<file path="src/rtl/fp_iterative_divider_if.sv">
// Start/done request interface for the iterative floating-point divider.
//   start           : request, sampled by the divider only while idle
//   a, b            : dividend / divisor, captured on an accepted start
//   rnd_mode        : 000 RNE, 001 RTZ, 010 toward -inf, 011 toward +inf, other RNE
//   busy            : divider is working on an operation
//   done            : one-cycle pulse, quotient and exception_flags valid
//   quotient        : result, held until the next accepted start
//   exception_flags : {invalid, div_by_zero, overflow, underflow}
interface fp_iterative_divider_if #(
    parameter int unsigned EXP_WIDTH  = 8,
    parameter int unsigned MANT_WIDTH = 23
);
    localparam int unsigned WIDTH = 1 + EXP_WIDTH + MANT_WIDTH;

    logic             start;
    logic [WIDTH-1:0] a;
    logic [WIDTH-1:0] b;
    logic [2:0]       rnd_mode;
    logic             busy;
    logic             done;
    logic [WIDTH-1:0] quotient;
    logic [3:0]       exception_flags;

    modport master (
        output start, a, b, rnd_mode,
        input  busy, done, quotient, exception_flags
    );

    modport slave (
        input  start, a, b, rnd_mode,
        output busy, done, quotient, exception_flags
    );
endinterface

</file>
<file path="src/rtl/fp_iterative_divider.sv">
// Multi-cycle IEEE-754 divider (quotient = a / b), radix-2 restoring, one
// quotient bit per cycle. Denormals are flushed to zero on input and tiny
// results flush to signed zero.
//   clk : rising-edge clock
//   rst : asynchronous active-low reset
//   bus : slave side of fp_iterative_divider_if (start/a/b/rnd_mode in,
//         busy/done/quotient/exception_flags out, all outputs registered)
module fp_iterative_divider #(
    parameter int unsigned EXP_WIDTH  = 8,
    parameter int unsigned MANT_WIDTH = 23
) (
    input  logic                  clk,
    input  logic                  rst,
    fp_iterative_divider_if.slave bus
);
    localparam int unsigned WIDTH = 1 + EXP_WIDTH + MANT_WIDTH;
    localparam int unsigned QBITS = MANT_WIDTH + 3;
    localparam int unsigned SIG_W = MANT_WIDTH + 1;
    localparam int unsigned SUM_W = SIG_W + 1;
    localparam int unsigned REM_W = MANT_WIDTH + 2;
    localparam int unsigned DIF_W = REM_W - 1;
    localparam int unsigned CNT_W = $clog2(QBITS + 1);
    localparam int unsigned E_W   = EXP_WIDTH + 2;

    localparam logic [EXP_WIDTH-1:0]  EXP_ONES = {EXP_WIDTH{1'b1}};
    localparam logic [EXP_WIDTH-1:0]  EXP_MAXF = {{(EXP_WIDTH-1){1'b1}}, 1'b0};
    localparam logic [MANT_WIDTH-1:0] MANT_ZERO = '0;
    localparam logic [MANT_WIDTH-1:0] MANT_ONES = {MANT_WIDTH{1'b1}};
    localparam logic signed [E_W-1:0] BIAS  = E_W'((1 << (EXP_WIDTH - 1)) - 1);
    localparam logic signed [E_W-1:0] E_ONE = E_W'(1);
    localparam logic signed [E_W-1:0] E_MAX = E_W'((1 << EXP_WIDTH) - 1);
    localparam logic [CNT_W-1:0]      CNT_LAST = CNT_W'(QBITS - 1);
    localparam logic [WIDTH-1:0]      QNAN = {1'b0, EXP_ONES, 1'b1, {(MANT_WIDTH-1){1'b0}}};

    typedef enum logic [2:0] {
        S_IDLE,
        S_UNPACK,
        S_DIV,
        S_ROUND,
        S_DONE
    } state_t;

    state_t state;
    state_t state_next;

    // Captured request and datapath state
    logic [WIDTH-1:0]         a_r;
    logic [WIDTH-1:0]         b_r;
    logic [2:0]               mode_r;
    logic                     sign_r;
    logic signed [E_W-1:0]    exp_r;
    logic [SIG_W-1:0]         mb_r;
    logic [REM_W-1:0]         rem_r;
    logic [QBITS-1:0]         q_r;
    logic [CNT_W-1:0]         cnt_r;

    // Registered outputs
    logic                     busy_q;
    logic                     done_q;
    logic [WIDTH-1:0]         quot_q;
    logic [3:0]               flags_q;

    // FSM strobes
    logic accept_c;
    logic unpack_c;
    logic step_c;
    logic load_c;

    // Unpack
    logic [EXP_WIDTH-1:0]     ea_c;
    logic [EXP_WIDTH-1:0]     eb_c;
    logic [MANT_WIDTH-1:0]    fa_c;
    logic [MANT_WIDTH-1:0]    fb_c;
    logic                     a_zero_c;
    logic                     b_zero_c;
    logic                     a_inf_c;
    logic                     b_inf_c;
    logic                     a_nan_c;
    logic                     b_nan_c;
    logic                     sign_c;
    logic signed [E_W-1:0]    exp_c;
    logic                     special_c;
    logic [WIDTH-1:0]         spec_q_c;
    logic [3:0]               spec_f_c;

    // Division step
    logic                     ge_c;
    logic [DIF_W-1:0]         diff_c;
    logic [REM_W-1:0]         rem_step_c;

    // Round / range
    logic                     norm_c;
    logic [SIG_W-1:0]         mant_pre_c;
    logic                     guard_c;
    logic                     rbit_c;
    logic                     sticky_c;
    logic                     inexact_c;
    logic                     inc_c;
    logic [SUM_W-1:0]         sum_c;
    logic [MANT_WIDTH-1:0]    frac_c;
    logic signed [E_W-1:0]    exp_n_c;
    logic signed [E_W-1:0]    exp_fin_c;
    logic                     to_inf_c;
    logic [WIDTH-1:0]         rnd_q_c;
    logic [3:0]               rnd_f_c;

    logic [WIDTH-1:0]         result_c;
    logic [3:0]               flags_c;

    // State register
    always_ff @(posedge clk or negedge rst) begin
        if (!rst) begin
            state <= S_IDLE;
        end else begin
            state <= state_next;
        end
    end

    // Next state and datapath strobes
    always_comb begin
        state_next = state;
        accept_c   = 1'b0;
        unpack_c   = 1'b0;
        step_c     = 1'b0;
        load_c     = 1'b0;
        case (state)
            S_IDLE: begin
                if (bus.start) begin
                    accept_c   = 1'b1;
                    state_next = S_UNPACK;
                end
            end
            S_UNPACK: begin
                unpack_c = 1'b1;
                if (special_c) begin
                    load_c     = 1'b1;
                    state_next = S_DONE;
                end else begin
                    state_next = S_DIV;
                end
            end
            S_DIV: begin
                step_c = 1'b1;
                if (cnt_r == CNT_LAST) begin
                    state_next = S_ROUND;
                end
            end
            S_ROUND: begin
                load_c     = 1'b1;
                state_next = S_DONE;
            end
            S_DONE: begin
                state_next = S_IDLE;
            end
            default: begin
                state_next = S_IDLE;
            end
        endcase
    end

    // Operand field decode
    assign ea_c     = a_r[WIDTH-2 -: EXP_WIDTH];
    assign eb_c     = b_r[WIDTH-2 -: EXP_WIDTH];
    assign fa_c     = a_r[MANT_WIDTH-1:0];
    assign fb_c     = b_r[MANT_WIDTH-1:0];
    assign a_zero_c = (ea_c == '0);
    assign b_zero_c = (eb_c == '0);
    assign a_inf_c  = (ea_c == EXP_ONES) && (fa_c == '0);
    assign b_inf_c  = (eb_c == EXP_ONES) && (fb_c == '0);
    assign a_nan_c  = (ea_c == EXP_ONES) && (fa_c != '0);
    assign b_nan_c  = (eb_c == EXP_ONES) && (fb_c != '0);
    assign sign_c   = a_r[WIDTH-1] ^ b_r[WIDTH-1];
    assign exp_c    = $signed(E_W'(ea_c)) - $signed(E_W'(eb_c)) + BIAS;

    // Special operands, first match wins
    always_comb begin
        special_c = 1'b1;
        spec_q_c  = '0;
        spec_f_c  = 4'b0000;
        if (a_nan_c || b_nan_c || (a_zero_c && b_zero_c) || (a_inf_c && b_inf_c)) begin
            spec_q_c = QNAN;
            spec_f_c = 4'b1000;
        end else if (b_zero_c && !a_inf_c) begin
            spec_q_c = {sign_c, EXP_ONES, MANT_ZERO};
            spec_f_c = 4'b0100;
        end else if (a_inf_c) begin
            spec_q_c = {sign_c, EXP_ONES, MANT_ZERO};
            spec_f_c = 4'b0010;
        end else if (a_zero_c || b_inf_c) begin
            spec_q_c = {sign_c, {(WIDTH-1){1'b0}}};
            spec_f_c = 4'b0001;
        end else begin
            special_c = 1'b0;
        end
    end

    // Restoring step: remainder stays below 2*divisor, so the shifted
    // difference always fits without its top bit.
    assign ge_c       = (rem_r >= REM_W'(mb_r));
    assign diff_c     = DIF_W'(rem_r - REM_W'(mb_r));
    assign rem_step_c = ge_c ? {diff_c, 1'b0} : {rem_r[REM_W-2:0], 1'b0};

    // Normalize, round and range-check the finished quotient
    always_comb begin
        norm_c     = q_r[QBITS-1];
        mant_pre_c = norm_c ? q_r[QBITS-1 -: SIG_W] : q_r[QBITS-2 -: SIG_W];
        guard_c    = norm_c ? q_r[1] : q_r[0];
        rbit_c     = norm_c & q_r[0];
        sticky_c   = |rem_r;
        inexact_c  = guard_c | rbit_c | sticky_c;
        exp_n_c    = norm_c ? exp_r : (exp_r - E_ONE);
        inc_c      = 1'b0;
        case (mode_r)
            3'b001:  inc_c = 1'b0;
            3'b010:  inc_c = sign_r & inexact_c;
            3'b011:  inc_c = ~sign_r & inexact_c;
            default: inc_c = guard_c & (rbit_c | sticky_c | mant_pre_c[0]);
        endcase
        sum_c = {1'b0, mant_pre_c} + SUM_W'(inc_c);
        // Carry-out only happens from all-ones, leaving 1.000..0 after the shift
        if (sum_c[SIG_W]) begin
            frac_c    = sum_c[SIG_W-1:1];
            exp_fin_c = exp_n_c + E_ONE;
        end else begin
            frac_c    = sum_c[MANT_WIDTH-1:0];
            exp_fin_c = exp_n_c;
        end
        case (mode_r)
            3'b001:  to_inf_c = 1'b0;
            3'b010:  to_inf_c = sign_r;
            3'b011:  to_inf_c = ~sign_r;
            default: to_inf_c = 1'b1;
        endcase
        if (exp_fin_c >= E_MAX) begin
            rnd_q_c = to_inf_c ? {sign_r, EXP_ONES, MANT_ZERO}
                               : {sign_r, EXP_MAXF, MANT_ONES};
            rnd_f_c = 4'b0010;
        end else if (exp_fin_c < E_ONE) begin
            rnd_q_c = {sign_r, {(WIDTH-1){1'b0}}};
            rnd_f_c = 4'b0001;
        end else begin
            rnd_q_c = {sign_r, exp_fin_c[EXP_WIDTH-1:0], frac_c};
            rnd_f_c = 4'b0000;
        end
    end

    // Special results are loaded straight from UNPACK, the rest from ROUND
    assign result_c = (state == S_UNPACK) ? spec_q_c : rnd_q_c;
    assign flags_c  = (state == S_UNPACK) ? spec_f_c : rnd_f_c;

    // Request capture and division datapath
    always_ff @(posedge clk or negedge rst) begin
        if (!rst) begin
            a_r    <= '0;
            b_r    <= '0;
            mode_r <= '0;
            sign_r <= 1'b0;
            exp_r  <= '0;
            mb_r   <= '0;
            rem_r  <= '0;
            q_r    <= '0;
            cnt_r  <= '0;
        end else begin
            if (accept_c) begin
                a_r    <= bus.a;
                b_r    <= bus.b;
                mode_r <= bus.rnd_mode;
            end
            if (unpack_c) begin
                sign_r <= sign_c;
                exp_r  <= exp_c;
                mb_r   <= {1'b1, fb_c};
                rem_r  <= REM_W'({1'b1, fa_c});
                q_r    <= '0;
                cnt_r  <= '0;
            end
            if (step_c) begin
                rem_r <= rem_step_c;
                q_r   <= {q_r[QBITS-2:0], ge_c};
                cnt_r <= cnt_r + CNT_W'(1);
            end
        end
    end

    // Output registers; busy/done follow the state being entered
    always_ff @(posedge clk or negedge rst) begin
        if (!rst) begin
            busy_q  <= 1'b0;
            done_q  <= 1'b0;
            quot_q  <= '0;
            flags_q <= '0;
        end else begin
            busy_q <= (state_next != S_IDLE);
            done_q <= (state_next == S_DONE);
            if (load_c) begin
                quot_q  <= result_c;
                flags_q <= flags_c;
            end
        end
    end

    assign bus.busy            = busy_q;
    assign bus.done            = done_q;
    assign bus.quotient        = quot_q;
    assign bus.exception_flags = flags_q;

endmodule

</file>
<file path="src/flat_wrapper.sv">
// flat-port wrapper written by rule: the top's interface ports become plain ports
module fp_iterative_divider_flat 
#(
    parameter int unsigned EXP_WIDTH  = 8,
    parameter int unsigned MANT_WIDTH = 23
)
  (clk, rst, bus_start, bus_a, bus_b, bus_rnd_mode, bus_busy, bus_done, bus_quotient, bus_exception_flags);
  fp_iterative_divider_if #(.EXP_WIDTH(EXP_WIDTH), .MANT_WIDTH(MANT_WIDTH)) bus_i ();
  input  logic clk;
  input  logic rst;
  input wire logic [$bits(bus_i.start)-1:0] bus_start;
  input wire logic [$bits(bus_i.a)-1:0] bus_a;
  input wire logic [$bits(bus_i.b)-1:0] bus_b;
  input wire logic [$bits(bus_i.rnd_mode)-1:0] bus_rnd_mode;
  output wire logic [$bits(bus_i.busy)-1:0] bus_busy;
  output wire logic [$bits(bus_i.done)-1:0] bus_done;
  output wire logic [$bits(bus_i.quotient)-1:0] bus_quotient;
  output wire logic [$bits(bus_i.exception_flags)-1:0] bus_exception_flags;
  assign bus_i.start = bus_start;
  assign bus_i.a = bus_a;
  assign bus_i.b = bus_b;
  assign bus_i.rnd_mode = bus_rnd_mode;
  assign bus_busy = bus_i.busy;
  assign bus_done = bus_i.done;
  assign bus_quotient = bus_i.quotient;
  assign bus_exception_flags = bus_i.exception_flags;
  fp_iterative_divider #(.EXP_WIDTH(EXP_WIDTH), .MANT_WIDTH(MANT_WIDTH)) u_core (.clk(clk), .rst(rst), .bus(bus_i));
endmodule
</file>
<file path="config.mk">
export PLATFORM = sky130hd
export DESIGN_NAME = fp_iterative_divider_flat
export DESIGN_NICKNAME = d
export VERILOG_FILES = /design/src/rtl/fp_iterative_divider_if.sv /design/src/rtl/fp_iterative_divider.sv /design/src/flat_wrapper.sv
export SDC_FILE = /design/constraint.sdc
export NUM_CORES = 1
export LEC_CHECK = 0
export BUFFER_PORTS_ARGS = -buffer_cell sky130_fd_sc_hd__buf_2
export CORE_ASPECT_RATIO = 1.2
export CORE_MARGIN = 3
export CORE_UTILIZATION = 40
export DETAILED_ROUTE_END_ITERATION = 8
export SLEW_MARGIN = 20
export SYNTH_ARGS = -nofsm -noshare
export SYNTH_HDL_FRONTEND = slang
export SYNTH_SLANG_ARGS = --single-unit
</file>
<file path="constraint.sdc">
create_clock -name clk -period 4.8 [get_ports clk]
set_input_delay 0.24 -clock clk [delete_from_list [all_inputs] [get_ports clk]]
set_output_delay 0.24 -clock clk [all_outputs]
set_load 0.01 [all_outputs]
</file>
* Yosys cells after proc, flatten, opt, wreduce, memory -nomap -nowiden
Cells that the tools add are included.
Word-level totals: flip-flop bits (word level) 199, bits of input ports 70, output and inout port bits 38, logic and storage cells 109
Operators by class: add/subtract/negate cells 7, magnitude comparators 3, equality and inequality tests 10, mux-type cells 43, bitwise gates (word level) 10, reduce and logical (&&, ||, !) cells 22
Operators by type and width (count):
- two-way mux 32 bit | 5
- two-way mux 25 bit | 3
- two-way mux 31 bit | 2
- two-way mux 26 bit | 2
- two-way mux 24 bit | 2
- logical NOT 23 bit | 2
- nonzero test 23 bit | 2
- adder 24 x 1 -> 25 bit | 1
- >= comparator 25 x 24 -> 1 bit | 1
- OR reduction 25 bit | 1
- subtractor 24 bit | 1
- two-way mux 23 bit | 1
- two-way mux 10 bit | 2
- two-way mux 4 bit | 5
- equality test 8 bit, second input constant | 2
- logical NOT 8 bit | 2
- equality test 3 x 2 -> 1 bit, second input constant | 4
- two-way mux 1 bit | 12
- case mux 3 bit (4 select lines) | 1
- adder 10 x 2 -> 10 bit, second input constant | 1
- adder 10 x 8 -> 10 bit, second input constant | 1
- >= comparator 10 x 9 -> 1 bit, second input constant | 1
- < comparator 10 x 2 -> 1 bit, second input constant | 1
- two-way mux 5 bit | 2
- other kinds (19) | 38

* Longest topological paths before layout
Gate-level depths: netlist of the first run.
word-level depth 11, depth in mapped cells 22, mapped depth without buffers 15

* Worst setup path before layout of the first run
Ideal clock, no wire load.
path kind flip-flop to flip-flop, from reg u_core.q_r[25], to reg u_core.quot_q[14], in the netlist u_core.bus.quotient[14], library setup time 77 ps, arrival time 4164 ps, data required time 4723 ps, slack 559 ps, cell stages (with the launch flop) 21, buffers on the path 6, cells stage by stage dfrtp_1 buf_6 buf_6 buf_2 buf_1 mux2_2 o21bai_1 a21oi_1 ha_1 ha_1 and2_1 and4_1 nand4_1 nor3_1 xnor2_1 o2111ai_1 a21oi_1 buf_2 buf_2 a21oi_1 o21ai_1
Between the ends: cells in the longest elaborated chain, start to end 11, elaborated cells on any way between the ends 21, classes of those cells add/sub: 2; order compare: 2; mux: 9; bitwise: 8
Ends and longest elaborated chain:
- from (decl) | RTL line fp_iterative_divider.sv:54 | logic [QBITS-1:0] q_r;
- from (signal assigned) | RTL line fp_iterative_divider.sv:279 | q_r <= {q_r[QBITS-2:0], ge_c};
- bitwise AND 1 bit / two-way mux 1 bit (equally long branches) | RTL line fp_iterative_divider.sv:208, fp_iterative_divider.sv:207
- OR 1 bit, on equally long branches (2 in series) | RTL line fp_iterative_divider.sv:217, fp_iterative_divider.sv:210
- bitwise AND 1 bit, on equally long branches | RTL line fp_iterative_divider.sv:217, fp_iterative_divider.sv:215, fp_iterative_divider.sv:216
- case mux 1 bit (3 select lines) | RTL line fp_iterative_divider.sv:213 | case (mode_r)
- adder 24 x 1 -> 25 bit | RTL line fp_iterative_divider.sv:219 | sum_c = {1'b0, mant_pre_c} + SUM_W'(inc_c);
- two-way mux 10 bit | RTL line fp_iterative_divider.sv:221 | if (sum_c[SIG_W]) begin
- < comparator 10 x 2 -> 1 bit | RTL line fp_iterative_divider.sv:238 | end else if (exp_fin_c < E_ONE) begin
- two-way mux 31 bit | RTL line fp_iterative_divider.sv:238
- two-way mux 31 bit * | RTL line fp_iterative_divider.sv:234 | if (exp_fin_c >= E_MAX) begin
- two-way mux 32 bit * | RTL line fp_iterative_divider.sv:248 | assign result_c = (state == S_UNPACK) ? spec_q_c : rnd_q_c;
- to (signal assigned) | RTL line fp_iterative_divider.sv:296 | quot_q <= result_c;
- to (decl) | RTL line fp_iterative_divider.sv:60 | logic [WIDTH-1:0] quot_q;
Every way passes the cells marked *; elsewhere a longest branch is shown, timed or not. A chain may end at the register's enable or synchronous reset.

* Final worst setup path of the first run
from reg u_core.rem_r[9], to reg u_core.quot_q[22], in the netlist u_core.bus.quotient[22]
Between the ends: cells in the longest elaborated chain, start to end 11, elaborated cells on any way between the ends 16, classes of those cells add/sub: 1; order compare: 2; mux: 6; bitwise: 6; reduce/logical: 1
Ends and longest elaborated chain:
- from (decl) | RTL line fp_iterative_divider.sv:53 | logic [REM_W-1:0] rem_r;
- from (signal assigned) | RTL line fp_iterative_divider.sv:273 | rem_r <= REM_W'({1'b1, fa_c});
- from (signal assigned) | RTL line fp_iterative_divider.sv:278 | rem_r <= rem_step_c;
- OR reduction 25 bit * | RTL line fp_iterative_divider.sv:209 | sticky_c = |rem_r;
- OR 1 bit (2 in series) | RTL line fp_iterative_divider.sv:217 | default: inc_c = guard_c & (rbit_c | sticky_c | mant_pre_c[0]);
- bitwise AND 1 bit | RTL line fp_iterative_divider.sv:217
- case mux 1 bit (3 select lines) * | RTL line fp_iterative_divider.sv:213
- adder 24 x 1 -> 25 bit * | RTL line fp_iterative_divider.sv:219
- two-way mux 10 bit | RTL line fp_iterative_divider.sv:221
- < comparator 10 x 2 -> 1 bit | RTL line fp_iterative_divider.sv:238
- two-way mux 31 bit | RTL line fp_iterative_divider.sv:238
- two-way mux 31 bit * | RTL line fp_iterative_divider.sv:234
- two-way mux 32 bit * | RTL line fp_iterative_divider.sv:248
Marks and branches as above.

==> results.sh, run 1 <==
export IMPL_status="finished clean"
export IMPL_start_util_pct=40.9
export IMPL_synth_cell_types=70
export IMPL_p_leak_nw=5.83
export IMPL_cp_end_kind="flip-flop"
export IMPL_final_cell_mix="dfrtp_1 (198), nand2_1 (174), buf_2 (106)"
export IMPL_wl_um=30400
export IMPL_slew_viol_final=0
export IMPL_gp_congestion=0.895
export IMPL_setup_tns_ns=0
export IMPL_max_stage_delay_ns=0.56
export IMPL_drt_pass1_iterations=5
export IMPL_path_depth=17
export IMPL_fmaxAchievable_mhz=239
export IMPL_syn_nets=1394
export IMPL_final_area_mm2=0.0133
export IMPL_setup_viol=0
export IMPL_io_buffers=107
export IMPL_path_max_fanout=23
export IMPL_n_antenna_cell=0
export IMPL_die_y_um=195
export IMPL_reg2reg_slack_ns=0.61
export IMPL_grt_util_all_layers_pct=19.3
export IMPL_synth_compound_area_share_pct=16.4
export IMPL_rsz0062_at_grt="false"
export IMPL_fin_nets=1461
export IMPL_worstMarginPinSlew_ns=0.917
export IMPL_timing_rr_start="u_core.rem_r[9]$_DFFE_PN0P_"
export IMPL_ctsHtreeMaxLevel=4
export IMPL_synth_avg_cell_area_um2=9.24
export IMPL_period_minus_slack_ns=4.19
export IMPL_initialDrtViolationCount=554
export IMPL_whs_path_depth=3
export IMPL_n_fill_cell=2810
export IMPL_pwr_density_cell_mw_per_mm2=752
export IMPL_r2r_cells=17
export IMPL_rows=68
export IMPL_synth_top_family_by_area="simple AND/OR/NAND/NOR gates"
export IMPL_path_buf_inv=2
export IMPL_min_path_type="in -> reg"
export IMPL_antenna_found_initial=1
export IMPL_r2r_end="u_core.bus.quotient[22]$_DFFE_PN0P_"
export IMPL_worstPathArrival_ns=4.47
export IMPL_hpwlAfterDp_um=22500
export IMPL_postRouteAntennaNets=0
export IMPL_dieArea_mm2=0.0317
export IMPL_grt_overflow_total=0
export IMPL_cts_buffers=17
export IMPL_cts_sink_count=199
export IMPL_hold_end="u_core.b_r[25]$_DFFE_PN0P_"
export IMPL_grt_pass1_vias=9312
export IMPL_crit_type="reg -> reg"
export IMPL_place_worst_setup_slack_ns=0.639
export IMPL_vias=9553
export IMPL_hold_viol=0
export IMPL_insertion_delay_ns=0.44
export IMPL_coreArea_mm2=0.0290
export IMPL_path_clk_slew_ns=0.07
export IMPL_fin_skew_ns=0.0116
export IMPL_syn_to_final_growth_pct=12.0
export IMPL_peakVddDrop_v=0.000423
export IMPL_layout_commonest_cell="dfrtp_1"
export IMPL_synth_simple_area_share_pct=17.1
export IMPL_cp_required_ns=5.08
export IMPL_ys_flop_type="dfrtp_1"
export IMPL_grt_max_degree=82
export IMPL_relSlewSlack_pct=38.9
export IMPL_synth_area_mux_share_pct=9.56
export IMPL_synth_cells=1283
export IMPL_final_core_util_pct=45.7
export IMPL_async_flop_share_pct=100
export IMPL_maxCapViolCount=0
export IMPL_pin_count=108
export IMPL_synth_area_mm2=0.0119
export IMPL_drive_gt1_share_pct=18.2
export IMPL_hp_start="bus_b[25]"
export IMPL_clk_path_buf_depth=2
export IMPL_synth_adder_area_share_pct=4.45
export IMPL_timing_final_crit_share_pct=87.3
export IMPL_grt_pass1_wl_um=49500
export IMPL_post_drt_wl_per_cell_um=17.4
export IMPL_viasPerCell=5.47
export IMPL_die_w_um=163
export IMPL_setup_worst_path_start="u_core.rem_r[9]$_DFFE_PN0P_"
export IMPL_crit_slowest_cell="nor4_1"
export IMPL_hold_ws_ns=0.0177
export IMPL_ys_seq_area_share_pct=42.0
export IMPL_synth_xor_area_share_pct=5.91
export IMPL_dpl_instance_area_mm2=0.0127
export IMPL_start_kind="flip-flop"
export IMPL_drc=0
export IMPL_path_cells="nor4_1, nand4_1, nor2_1, a21oi_1, ha_1, ha_1, and2_1, and4_1, nand4_1, buf_4, nor3_1, xnor2_1, o2111ai_1, a21oi_2, a21o_1, buf_4, o221ai_1"
export IMPL_final_cells=1747
export IMPL_dp_cells=1714
export IMPL_ys_warn_count=0
export IMPL_synth_edf_count=0
export IMPL_cts_tree="yes"
export IMPL_fin_ws_ns=0.608
export IMPL_clockRootBuffer="clkbuf_16"
export IMPL_p_total_mw=9.97
export IMPL_post_cts_resized=0
export IMPL_ys_ff_latch=199
export IMPL_critical_path_top_delay_family="simple AND/OR/NAND/NOR gates"
cells in the mapped netlist, types with 3 or more instances:
library cell	n	area share, %
o21bai_1	6	0.38
ha_1	39	4.1
a211oi_1	7	0.44
nand2b_1	7	0.37
mux2i_1	30	2.5
a21boi_0	4	0.25
dfrtp_1	199	42
xor2_1	30	2.2
xnor2_1	50	3.7
o21ai_1	15	0.63
a311oi_1	3	0.22
and3_1	12	0.63
o21ai_0	96	4.1
a21o_1	16	1.0
nor3_1	23	0.97
a21oi_1	60	2.5
or2_2	4	0.21
buf_1	10	0.32
inv_1	57	1.8
o21a_1	8	0.51
nor4_1	28	1.5
nor2b_1	11	0.58
nor2_1	72	2.3
and2_1	14	0.74
a211o_1	3	0.22
nand4_1	23	1.2
or4_1	3	0.19
and4_1	4	0.30
a22o_1	27	2.0
clkbuf_1	55	1.7
nor4b_1	4	0.30
nand2_1	174	5.5
or3_1	6	0.32
mux2_2	74	7.0
nand3_1	28	1.2
buf_2	7	0.30
o211ai_1	5	0.32
nor3b_1	3	0.19
a31oi_1	21	1.1
final cells by class:
| type | count | area [um^2] | area share (%) |
|---|---|---|---|
| Multi-Input combinational cell | 949 | 6360 | 47.9 |
| Sequential cell | 199 | 4980 | 37.5 |
| Timing Repair Buffer | 126 | 692 | 5.21 |
| Tap cell | 385 | 482 | 3.63 |
| Clock buffer | 18 | 429 | 3.23 |
| Inverter | 57 | 214 | 1.61 |
| Clock inverter | 13 | 114 | 0.858 |
where the power goes:
| group | total, mW | switching, mW | internal [mW] | leakage [nW] |
|---|---|---|---|---|
| Combinational | 5.46 | 3.09 | 2.37 | 3.10 |
| Sequential | 3.16 | 0.733 | 2.43 | 2.46 |
| Clock | 1.36 | 0.675 | 0.681 | 0.272 |
| Total | 9.97 | 4.49 | 5.48 | 5.83 |
state kept, by name (all words and copies together), names as in the netlist:
signal                      cells
u_core.a_r                     32
u_core.b_r                     32
u_core.bus.busy                 1
u_core.bus.done                 1
u_core.bus.exception_flags      4
u_core.bus.quotient            32
u_core.cnt_r                    5
u_core.exp_r                   10
u_core.mb_r                    24
u_core.mode_r                   3
u_core.q_r                     26
u_core.rem_r                   25
u_core.sign_r                   1
u_core.state                    3
kinds of logic after synthesis:
family,after synthesis
AND/OR/NAND/NOR,424
AO/OA/AOI/OAI,300
multiplexers,104
flip-flops,199
buffers and inverters,135
XOR/XNOR,80
adder cells (fa/ha/maj),41
how the worst max path moves through the flow:
stage | to | slack [ns]
final | u_core.bus.quotient[22]$_DFFE_PN0P_ | 0.61
after global routing | u_core.bus.quotient[5]$_DFFE_PN0P_ | 0.31
after CTS | u_core.bus.quotient[22]$_DFFE_PN0P_ | 0.62
after detailed placement | u_core.bus.quotient[22]$_DFFE_PN0P_ | 0.64
after global placement | u_core.bus.quotient[22]$_DFFE_PN0P_ | 0.71
after floorplan | u_core.bus.quotient[14]$_DFFE_PN0P_ | 0.56
per-layer routing:
layer | global-route usage [%] | share of wire [%]
met1 | 25.9 | 45
met2 | 32.1 | 48
met3 | 3.24 | 4.0
met4 | 5.89 | 2.3
met5 | 0 | 0.043
repair_timing:
| action | in CTS | in global routing |
|---|---|---|
| buffers inserted | 0 | 0 |
| hold buffers | 2 | 0 |
| endpoints found under the hold margin | 80 | 0 |
tightest hold or removal path, delay by kind of cell:
family / cells / cell delay, ns
buffers and inverters: 1 / 0.07
AO/OA/AOI/OAI: 1 / 0.06
AND/OR/NAND/NOR: 1 / 0.04
Power figures use the tool's default switching activity.
==> run 2, diff against run 1 <==
- CORE_ASPECT_RATIO: 1.2 -> 0.6
==> run 2 against run 1 <==
Via count is 3.1% higher. Sequential power is 2% higher. Register-to-register slack worse by 0.12 ns. Clock power hardly changed.
==> results.sh, run 2 (synthesized netlist as in run 1, its figures left out) <==
export IMPL_worstMarginPinSlew_ns=1.02
export IMPL_p_total_mw=10.2
export IMPL_post_cts_resized=0
export IMPL_cp_end_kind="flip-flop"
export IMPL_wl_um=33000
export IMPL_path_max_fanout=9
export IMPL_status="finished clean"
export IMPL_gp_congestion=0.911
export IMPL_pwr_density_cell_mw_per_mm2=756
export IMPL_pin_count=108
export IMPL_start_kind="flip-flop"
export IMPL_cts_sink_count=199
export IMPL_clockRootBuffer="clkbuf_16"
export IMPL_drt_pass1_iterations=5
export IMPL_setup_tns_ns=0
export IMPL_peakVddDrop_v=0.000270
export IMPL_maxCapViolCount=0
export IMPL_vias=9847
export IMPL_drive_gt1_share_pct=18.1
export IMPL_crit_slowest_cell="nor2_1"
export IMPL_path_cells="nor4_1, nand4_1, nor2_1, a21oi_1, ha_1, ha_1, and2_1, and4_1, nand4_1, a2111oi_4, xnor2_1, nor4_1, nor2_1, o21ai_1, o21ai_0"
export IMPL_antenna_found_initial=0
export IMPL_cts_buffers=17
export IMPL_syn_to_final_growth_pct=14.0
export IMPL_cts_tree="yes"
export IMPL_fin_nets=1484
export IMPL_p_leak_nw=5.91
export IMPL_dieArea_mm2=0.0318
export IMPL_start_util_pct=40.9
export IMPL_path_clk_slew_ns=0.07
export IMPL_post_cts_buffers=0
export IMPL_die_w_um=228
export IMPL_clk_path_buf_depth=2
export IMPL_viasPerCell=5.52
export IMPL_period_minus_slack_ns=4.31
export IMPL_timing_final_crit_share_pct=89.8
export IMPL_hold_buffers=23
export IMPL_cp_required_ns=5.16
export IMPL_grt_pass1_wl_um=53600
export IMPL_grt_overflow_total=0
export IMPL_n_antenna_cell=0
export IMPL_crit_type="reg -> reg"
export IMPL_ctsHtreeMaxLevel=4
export IMPL_final_core_util_pct=46.7
export IMPL_postRouteAntennaNets=0
export IMPL_grt_max_degree=110
export IMPL_die_y_um=139
export IMPL_fin_skew_ns=0.0139
export IMPL_min_path_type="in -> reg"
export IMPL_hpwlAfterDp_um=24300
export IMPL_layout_commonest_cell="dfrtp_1"
export IMPL_rsz0062_at_grt="false"
export IMPL_coreArea_mm2=0.0289
export IMPL_max_stage_delay_ns=0.56
export IMPL_setup_viol=0
export IMPL_relSlewSlack_pct=32.1
export IMPL_rows=48
export IMPL_final_cell_mix="dfrtp_1 (198), nand2_1 (174), buf_2 (106)"
export IMPL_slew_viol_final=0
export IMPL_initialDrtViolationCount=938
export IMPL_grt_util_all_layers_pct=21.2
export IMPL_worstPathArrival_ns=4.67
export IMPL_post_drt_wl_per_cell_um=18.5
export IMPL_drc=0
export IMPL_hold_viol=0
export IMPL_fmaxAchievable_mhz=232
export IMPL_insertion_delay_ns=0.46
export IMPL_io_buffers=107
export IMPL_grt_pass1_vias=9426
[run 2: changes by cell type in the layout (fill, tap and decap cells not counted), sizes merged]
| cell | previous run | this run |
|---|---|---|
| dlygate4sd3 | 2 | 23 |
| clkinvlp | 0 | 4 |
| inv | 65 | 61 |
| buf | 123 | 125 |
| clkbuf | 19 | 18 |
| clkinv | 5 | 6 |
[run 2: metrics by stage]
step                instances  cell area, um^2  setup WS (ns)  hold WS, ns
floorplan                1283            11900          0.559      -0.0556
global placement         1731            12700          0.717        0.409
detailed placement       1731            12700          0.528        0.411
CTS                      1785            13500          0.505     0.000443
global route             1785            13500         0.0541      0.00427
finish                   1785            13500          0.489       0.0174
[run 2: path summary, 6_finish.rpt]
kind / from / slack, ns / to / cells past startpoint
min: bus_b[25] / 0.02 / u_core.b_r[25]$_DFFE_PN0P_ / 3
min reg2reg: u_core.mb_r[23]$_DFFE_PN0N_ / 0.46 / u_core.mb_r[23]$_DFFE_PN0N_ / 2
max in group asynchronous: rst / 3.17 / u_core.bus.quotient[17]$_DFFE_PN0P_ / 3
max reg2reg: u_core.rem_r[9]$_DFFE_PN0P_ / 0.49 / u_core.bus.quotient[29]$_DFFE_PN0P_ / 15
max: u_core.rem_r[9]$_DFFE_PN0P_ / 0.49 / u_core.bus.quotient[29]$_DFFE_PN0P_ / 15
min in group asynchronous: rst / 0.42 / u_core.b_r[23]$_DFFE_PN0P_ / 2
[run 2: critical path, delay by kind of cell (launching register included)]
| kind | cells | cell delay, ns |
|---|---|---|
| flops | 1 | 0.42 |
| simple gates | 8 | 2.30 |
| fa+ha+maj | 2 | 0.42 |
| xor+xnor | 1 | 0.42 |
| compound gates | 4 | 0.64 |
[run 2: power by group]
| group | switching [mW] | internal (mW) | leakage (nW) |
|---|---|---|---|
| Clock | 0.708 | 0.673 | 0.254 |
| Combinational | 3.23 | 2.39 | 3.19 |
| Sequential | 0.792 | 2.43 | 2.46 |
| Total | 4.73 | 5.49 | 5.91 |
[run 2: layout make-up]
class	count	area (um^2)
tap	400	500
multi-input combinational	949	6360
clock inverter	14	120
clock buffer	17	425
inverter	57	214
timing repair buffer	149	917
fill	2839	15400
sequential	199	4980
[run 2: routing by layer]
metal / wire (um) / up-vias / global-route usage [%] / share of wire [%]
met5: 0 / - / 0 / 0
met4: 484 / 0 / 5.08 / 1.5
met3: 2180 / 32 / 4.81 / 6.6
met2: 12900 / 260 / 28.2 / 39
met1: 17400 / 4820 / 34.0 / 53
li1: - / 4735 / - / -
